<file path="src/rtl/reg_dump_sequencer_pkg.sv">
// Shared register-file geometry and the dump sequencer's state encoding.
package reg_dump_sequencer_pkg;

    localparam int REG_ADDR_W = 5;
    localparam int REG_DATA_W = 32;
    localparam int REG_COUNT  = 32;

    typedef enum logic [2:0] {
        RDS_IDLE    = 3'd0,
        RDS_READ    = 3'd1,
        RDS_SEND_LO = 3'd2,
        RDS_SEND_HI = 3'd3,
        RDS_DONE    = 3'd4
    } rdsState_t;

endpackage

</file>
<file path="src/rtl/reg_dump_sequencer_if.sv">
// Bus bundle of the dump sequencer: regfile read port pair plus the outgoing beat stream.
// master = sequencer side, slave = regfile/consumer side.
interface reg_dump_sequencer_if import reg_dump_sequencer_pkg::*; #(
    parameter int ADDR_W = REG_ADDR_W,
    parameter int DATA_W = REG_DATA_W
) ();

    logic [ADDR_W-1:0] ReadRegister1;
    logic [ADDR_W-1:0] ReadRegister2;
    logic [DATA_W-1:0] ReadData1;
    logic [DATA_W-1:0] ReadData2;
    logic              OutValid;
    logic              OutReady;
    logic [ADDR_W-1:0] OutAddr;
    logic [DATA_W-1:0] OutData;

    modport master (
        output ReadRegister1, ReadRegister2,
        input  ReadData1, ReadData2,
        output OutValid, OutAddr, OutData,
        input  OutReady
    );

    modport slave (
        input  ReadRegister1, ReadRegister2,
        output ReadData1, ReadData2,
        input  OutValid, OutAddr, OutData,
        output OutReady
    );

endinterface

</file>
<file path="src/rtl/reg_dump_sequencer.sv">
// Register dump sequencer: reads the register file two registers per pass and streams
// (addr, data) beats over a valid/ready port, holding off regfile writes while active.
module reg_dump_sequencer import reg_dump_sequencer_pkg::*; #(
    parameter int NUM_REGS  = REG_COUNT,
    parameter int ADDR_W    = REG_ADDR_W,
    parameter int DATA_W    = REG_DATA_W,
    parameter bit SKIP_ZERO = 1'b0
) (
    input  logic                 Clk,
    input  logic                 Rst_n,
    input  logic                 Start,
    input  logic                 Abort,
    reg_dump_sequencer_if.master bus,
    output logic                 HoldWrite,
    output logic                 Busy,
    output logic                 Done
);

    localparam int             K_W    = ADDR_W - 1;
    localparam logic [K_W-1:0] K_LAST = K_W'(NUM_REGS / 2 - 1);

    rdsState_t         state, stateNext;
    logic [K_W-1:0]    pairIdx, pairIdxNext;
    logic [DATA_W-1:0] loBuf, hiBuf;
    logic [ADDR_W-1:0] rdAddr1, rdAddr2;
    logic              outValid;
    logic [ADDR_W-1:0] outAddr;
    logic [DATA_W-1:0] outData;
    logic              handshake;

    // Register number of the even (hi=0) or odd (hi=1) member of pair k.
    function automatic logic [ADDR_W-1:0] pairAddr(input logic [K_W-1:0] k, input logic hi);
        return {k, hi};
    endfunction

    assign handshake = outValid && bus.OutReady;

    // Next-state and pair-index selection; Abort overrides everything outside IDLE.
    always_comb begin
        stateNext   = state;
        pairIdxNext = pairIdx;
        unique case (state)
            RDS_IDLE: begin
                if (Start && !Abort) begin
                    stateNext   = RDS_READ;
                    pairIdxNext = '0;
                end
            end
            RDS_READ: begin
                stateNext = (SKIP_ZERO && pairIdx == '0) ? RDS_SEND_HI : RDS_SEND_LO;
            end
            RDS_SEND_LO: begin
                if (handshake) stateNext = RDS_SEND_HI;
            end
            RDS_SEND_HI: begin
                if (handshake) begin
                    if (pairIdx == K_LAST) begin
                        stateNext = RDS_DONE;
                    end else begin
                        stateNext   = RDS_READ;
                        pairIdxNext = pairIdx + 1'b1;
                    end
                end
            end
            RDS_DONE: stateNext = RDS_IDLE;
            default:  stateNext = RDS_IDLE;
        endcase
        if (state != RDS_IDLE && Abort) begin
            stateNext   = RDS_IDLE;
            pairIdxNext = pairIdx;
        end
    end

    // State and pair index; read addresses are registered so they are valid for all of READ.
    always_ff @(posedge Clk) begin
        if (!Rst_n) begin
            state   <= RDS_IDLE;
            pairIdx <= '0;
            rdAddr1 <= '0;
            rdAddr2 <= '0;
        end else begin
            state   <= stateNext;
            pairIdx <= pairIdxNext;
            rdAddr1 <= (stateNext == RDS_READ) ? pairAddr(pairIdxNext, 1'b0) : '0;
            rdAddr2 <= (stateNext == RDS_READ) ? pairAddr(pairIdxNext, 1'b1) : '0;
        end
    end

    // Snapshot both regfile read ports at the end of READ.
    always_ff @(posedge Clk) begin
        if (!Rst_n) begin
            loBuf <= '0;
            hiBuf <= '0;
        end else if (state == RDS_READ) begin
            loBuf <= bus.ReadData1;
            hiBuf <= bus.ReadData2;
        end
    end

    // Beat presentation: held purely by state, so it stays stable until the handshake.
    always_comb begin
        outValid = 1'b0;
        outAddr  = '0;
        outData  = '0;
        if (state == RDS_SEND_LO) begin
            outValid = 1'b1;
            outAddr  = pairAddr(pairIdx, 1'b0);
            outData  = loBuf;
        end else if (state == RDS_SEND_HI) begin
            outValid = 1'b1;
            outAddr  = pairAddr(pairIdx, 1'b1);
            outData  = hiBuf;
        end
    end

    assign bus.ReadRegister1 = rdAddr1;
    assign bus.ReadRegister2 = rdAddr2;
    assign bus.OutValid      = outValid;
    assign bus.OutAddr       = outAddr;
    assign bus.OutData       = outData;
    assign Busy              = (state != RDS_IDLE);
    assign HoldWrite         = Busy;
    assign Done              = (state == RDS_DONE);

endmodule

</file>
<file path="src/flat_wrapper.sv">
// flat-port wrapper written by rule: the top's interface ports become plain ports
module reg_dump_sequencer_flat import reg_dump_sequencer_pkg::*;
#(
    parameter int NUM_REGS  = REG_COUNT,
    parameter int ADDR_W    = REG_ADDR_W,
    parameter int DATA_W    = REG_DATA_W,
    parameter bit SKIP_ZERO = 1'b0
)
  (Clk, Rst_n, Start, Abort, HoldWrite, Busy, Done, bus_ReadRegister1, bus_ReadRegister2, bus_ReadData1, bus_ReadData2, bus_OutValid, bus_OutAddr, bus_OutData, bus_OutReady);
  reg_dump_sequencer_if #(.ADDR_W(ADDR_W), .DATA_W(DATA_W)) bus_i ();
  input  logic Clk;
  input  logic Rst_n;
  input  logic Start;
  input  logic Abort;
  output logic HoldWrite;
  output logic Busy;
  output logic Done;
  output wire logic [$bits(bus_i.ReadRegister1)-1:0] bus_ReadRegister1;
  output wire logic [$bits(bus_i.ReadRegister2)-1:0] bus_ReadRegister2;
  input wire logic [$bits(bus_i.ReadData1)-1:0] bus_ReadData1;
  input wire logic [$bits(bus_i.ReadData2)-1:0] bus_ReadData2;
  output wire logic [$bits(bus_i.OutValid)-1:0] bus_OutValid;
  output wire logic [$bits(bus_i.OutAddr)-1:0] bus_OutAddr;
  output wire logic [$bits(bus_i.OutData)-1:0] bus_OutData;
  input wire logic [$bits(bus_i.OutReady)-1:0] bus_OutReady;
  assign bus_ReadRegister1 = bus_i.ReadRegister1;
  assign bus_ReadRegister2 = bus_i.ReadRegister2;
  assign bus_i.ReadData1 = bus_ReadData1;
  assign bus_i.ReadData2 = bus_ReadData2;
  assign bus_OutValid = bus_i.OutValid;
  assign bus_OutAddr = bus_i.OutAddr;
  assign bus_OutData = bus_i.OutData;
  assign bus_i.OutReady = bus_OutReady;
  reg_dump_sequencer #(.NUM_REGS(NUM_REGS), .ADDR_W(ADDR_W), .DATA_W(DATA_W), .SKIP_ZERO(SKIP_ZERO)) u_core (.Clk(Clk), .Rst_n(Rst_n), .Start(Start), .Abort(Abort), .bus(bus_i), .HoldWrite(HoldWrite), .Busy(Busy), .Done(Done));
endmodule
</file>
<file path="config.mk">
export PLATFORM = sky130hd
export DESIGN_NAME = reg_dump_sequencer_flat
export DESIGN_NICKNAME = d
export VERILOG_FILES = /design/src/rtl/reg_dump_sequencer_pkg.sv /design/src/rtl/reg_dump_sequencer_if.sv /design/src/rtl/reg_dump_sequencer.sv /design/src/flat_wrapper.sv
export SDC_FILE = /design/constraint.sdc
export NUM_CORES = 1
export LEC_CHECK = 0
export ABC_AREA = 1
export CAP_MARGIN = 10
export CORE_MARGIN = 2
export CORE_UTILIZATION = 44
export DETAILED_ROUTE_END_ITERATION = 12
export PLACE_DENSITY = 0.79
export SLEW_MARGIN = 30
export SYNTH_ARGS = -nofsm -noshare
export SYNTH_HDL_FRONTEND = slang
export SYNTH_SLANG_ARGS = --single-unit
</file>
<file path="constraint.sdc">
create_clock -name Clk -period 1.9 [get_ports Clk]
set_clock_uncertainty 0.2 [all_clocks]
set_input_delay 0.38 -clock Clk [delete_from_list [all_inputs] [get_ports Clk]]
set_output_delay 0.38 -clock Clk [all_outputs]
set_load 0.05 [all_outputs]
</file>
==> impl_metrics.toml <==
[run_status]
status = "complete, but fails checks"
violations = "negative setup slack"

[job]
max_cap_violations = 0

[clock_tree]
cts_tree = "yes"
clkTransAtPathRegs_ps = 80
clockBufferDepth = 2
cts_root_buf = "clkbuf_8"
cts.sinks = 76
htreeDepth = 3
cts_buffers = 9
clk_latency_ps = 350

[detailed_routing]
ant_nets = 0
drc = 0
dr_total_vias = 3344
routed_wirelength_mm = 9.34
wl_per_cell_um = 14.4
via_per_inst = 5.14
drt_iter0_markers = 126
dr.pass1.iters = 4

[sta]
maxSlewHeadroom_pct = 64.7
hold_viol_final = 0
setup_violations = 34
fin_hold_ws_ps = 228
min_period_ps = 2080
finalSetupTns_ps = -5040
timing.fmax_mhz = 480
post-route-period-util_pct = 110
rsz0062_at_grt = "yes"
finalMaxSlewViolations = 0
worst_slew_pin_slew_ps = 529
worst_slack_ps = -182

[setup_path]
critPathMaxFanout = 25
r2r-start = "u_core.state[0]"
worstSetupEndpointType = "output port"
required_ps = 1320
start_kind = "flip-flop"
path_class = "reg -> out"
rr_worst_depth = 10
worstReg2RegEnd = "u_core.bus.ReadRegister1[2]"
ff2ff_setup_slack_ps = 80
arrival_ps = 1500

[power_and_ir_drop]
p_sw_share_pct = 25.6
p_int_mw = 2.62
p_leak_nw = 2.28
power.density_nw_per_um2 = 653
power_mw = 3.52
combinationalPowerShare_pct = 14.4
peakVddDrop_mv = 0.520
p_seq_share_pct = 49.1
switching_power_mw = 0.901
pwr-share-clk_pct = 36.5

[hold_path]
whs_endpoint = "u_core.state[1]"
hold_depth = 3
min_path_type = "in -> reg"
min_from = "Rst_n"

[floorplan]
rows = 31
die-width_um = 90.3
io_pins = 120
die-area_sq_um = 8150
die_y_um = 90.3
coreArea_sq_um = 7210
initial_utilization_pct = 45.4

[cells_and_area]
seqCellArea_sq_um = 1530
layout.cells.non_filler = 651
num-nets-final = 617
post-route-util_pct = 74.6
area_growth_pct = 64.4
multi_input_area_sq_um = 1590
drive_gt1_share_pct = 26.8
n_antenna_cell = 0
fin_area_sq_um = 5380
fill_cells = 534

[placement]
preCtsSetupSlack_ps = -59.8
place_area_sq_um = 4970
hpwl_mm = 6.34
numPortBuffers = 118
dp.cells = 625
gp_congestion = 0.917

[synth]
yosysTopAreaCellShare_pct = 46.5
yosysSeqAreaShare_pct = 46.5
mappedNetlistNets = 498
syn_avg_cell_area_sq_um = 7.65
synth_top_cell_by_area = "dfxtp_1"
synth_area_sq_um = 3270
synth_area_leaders = "dfxtp_1 46%, nor2_1 17%, o21ai_0 9.9%"
synth_cells = 428
synthDistinctLibCells = 26
synth-seq-cells = 76
yosysWarningCount = 0

[grt]
grt_usage_pct = 23.1
antenna_found_initial = 0
grt_overflow_total = 0
grt_max_degree = 66
grt_pass1_wl_mm = 15.3
grt_pass1_vias = 3322
==> synth_stat cells (all sizes together) <==
cell	n
nand3b	2
ha	1
nor2b	1
nand4	2
conb	1
a21oi	5
nand2	31
o22ai	1
a32o	32
o21ai	65
nor2	149
clkbuf	15
dfxtp	76
nand3	10
buf	21
inv	16
==> per-layer routing <==
| metal | global-route usage (%) | share of wire [%] |
|---|---|---|
| met5 | 0 | 0 |
| met4 | 11.3 | 1.6 |
| met3 | 6.34 | 7.2 |
| met2 | 38.5 | 49 |
| met1 | 27.7 | 42 |
==> what timing repair did <==
action | CTS | global route
pin swaps | 5 | 2
hold endpoints to repair | 0 | 0
hold buffers | 0 | 0
setup endpoints to repair | 38 | 39
resized for setup | 37 | 13
setup buffers | 7 | 3
==> kinds of logic (layout without fill, tap and decap cells) <==
family	Yosys count	count (layout)	share of synthesized area, %
fa+ha+maj	1	1	0.382
flops	76	76	46.5
compound gates	103	103	20.8
simple gates	195	195	24.8
buf+inv	52	176	7.45
other cells	1	1	0.115
==> power by group through the flow <==
| stage | sequential, mW | clock (mW) | combinational (mW) |
|---|---|---|---|
| 2_1_floorplan | 1.75 | 0 | 0.251 |
| 3_5_place_dp | 1.76 | 0 | 0.490 |
| 4_1_cts | 1.72 | 1.31 | 0.498 |
| 6_report | 1.73 | 1.28 | 0.506 |
| 5_1_grt | 1.73 | 1.38 | 0.558 |
| 3_3_place_gp | 1.76 | 0 | 0.480 |
==> worst max-delay path by stage <==
| stage | from | endpoint | slack (ps) |
|---|---|---|---|
| floorplan | u_core.state[1] | bus_OutData[10] | 5 |
| global placement | bus_OutReady | u_core.bus.ReadRegister1[1] | 9 |
| detailed placement | bus_OutReady | u_core.bus.ReadRegister1[4] | -60 |
| CTS | u_core.state[1] | bus_OutData[2] | -190 |
| global route | u_core.state[0] | bus_OutData[13] | -230 |
| finish | u_core.state[0] | bus_OutData[7] | -180 |
==> layout by cell type, fill, tap and decap left out, drive strengths merged, types with 4 or more instances in the layout <==
master	n
nor2	149
buf	77
dfxtp	76
clkdlybuf4s50	67
o21ai	65
a32o	32
nand2	31
inv	16
clkbuf	11
nand3	10
a21oi	5
clkinvlp	4
==> worst max-delay path, stage by stage, from the launching register on <==
cell and delay (ps):
dfxtp_4 400, nand2_4 60, nor2_4 140, buf_12 190, a32o_1 200, buf_12 150
==> registers in the layout, summed over array words and instances (netlist names) <==
name,flops
u_core.state,3
u_core.hiBuf,32
u_core.pairIdx,4
u_core.bus.ReadRegister2,1
u_core.bus.ReadRegister1,4
u_core.loBuf,32
==> area by class of cell <==
type / instances / share of cell area (%)
multi-input combinational: 300 / 29.5
clock buffer: 11 / 2.81
timing repair buffer: 144 / 34.6
clock inverter: 5 / 1.12
tap: 99 / 2.30
sequential: 76 / 28.4
inverter: 16 / 1.26
(Power assumes the default switching activity.)
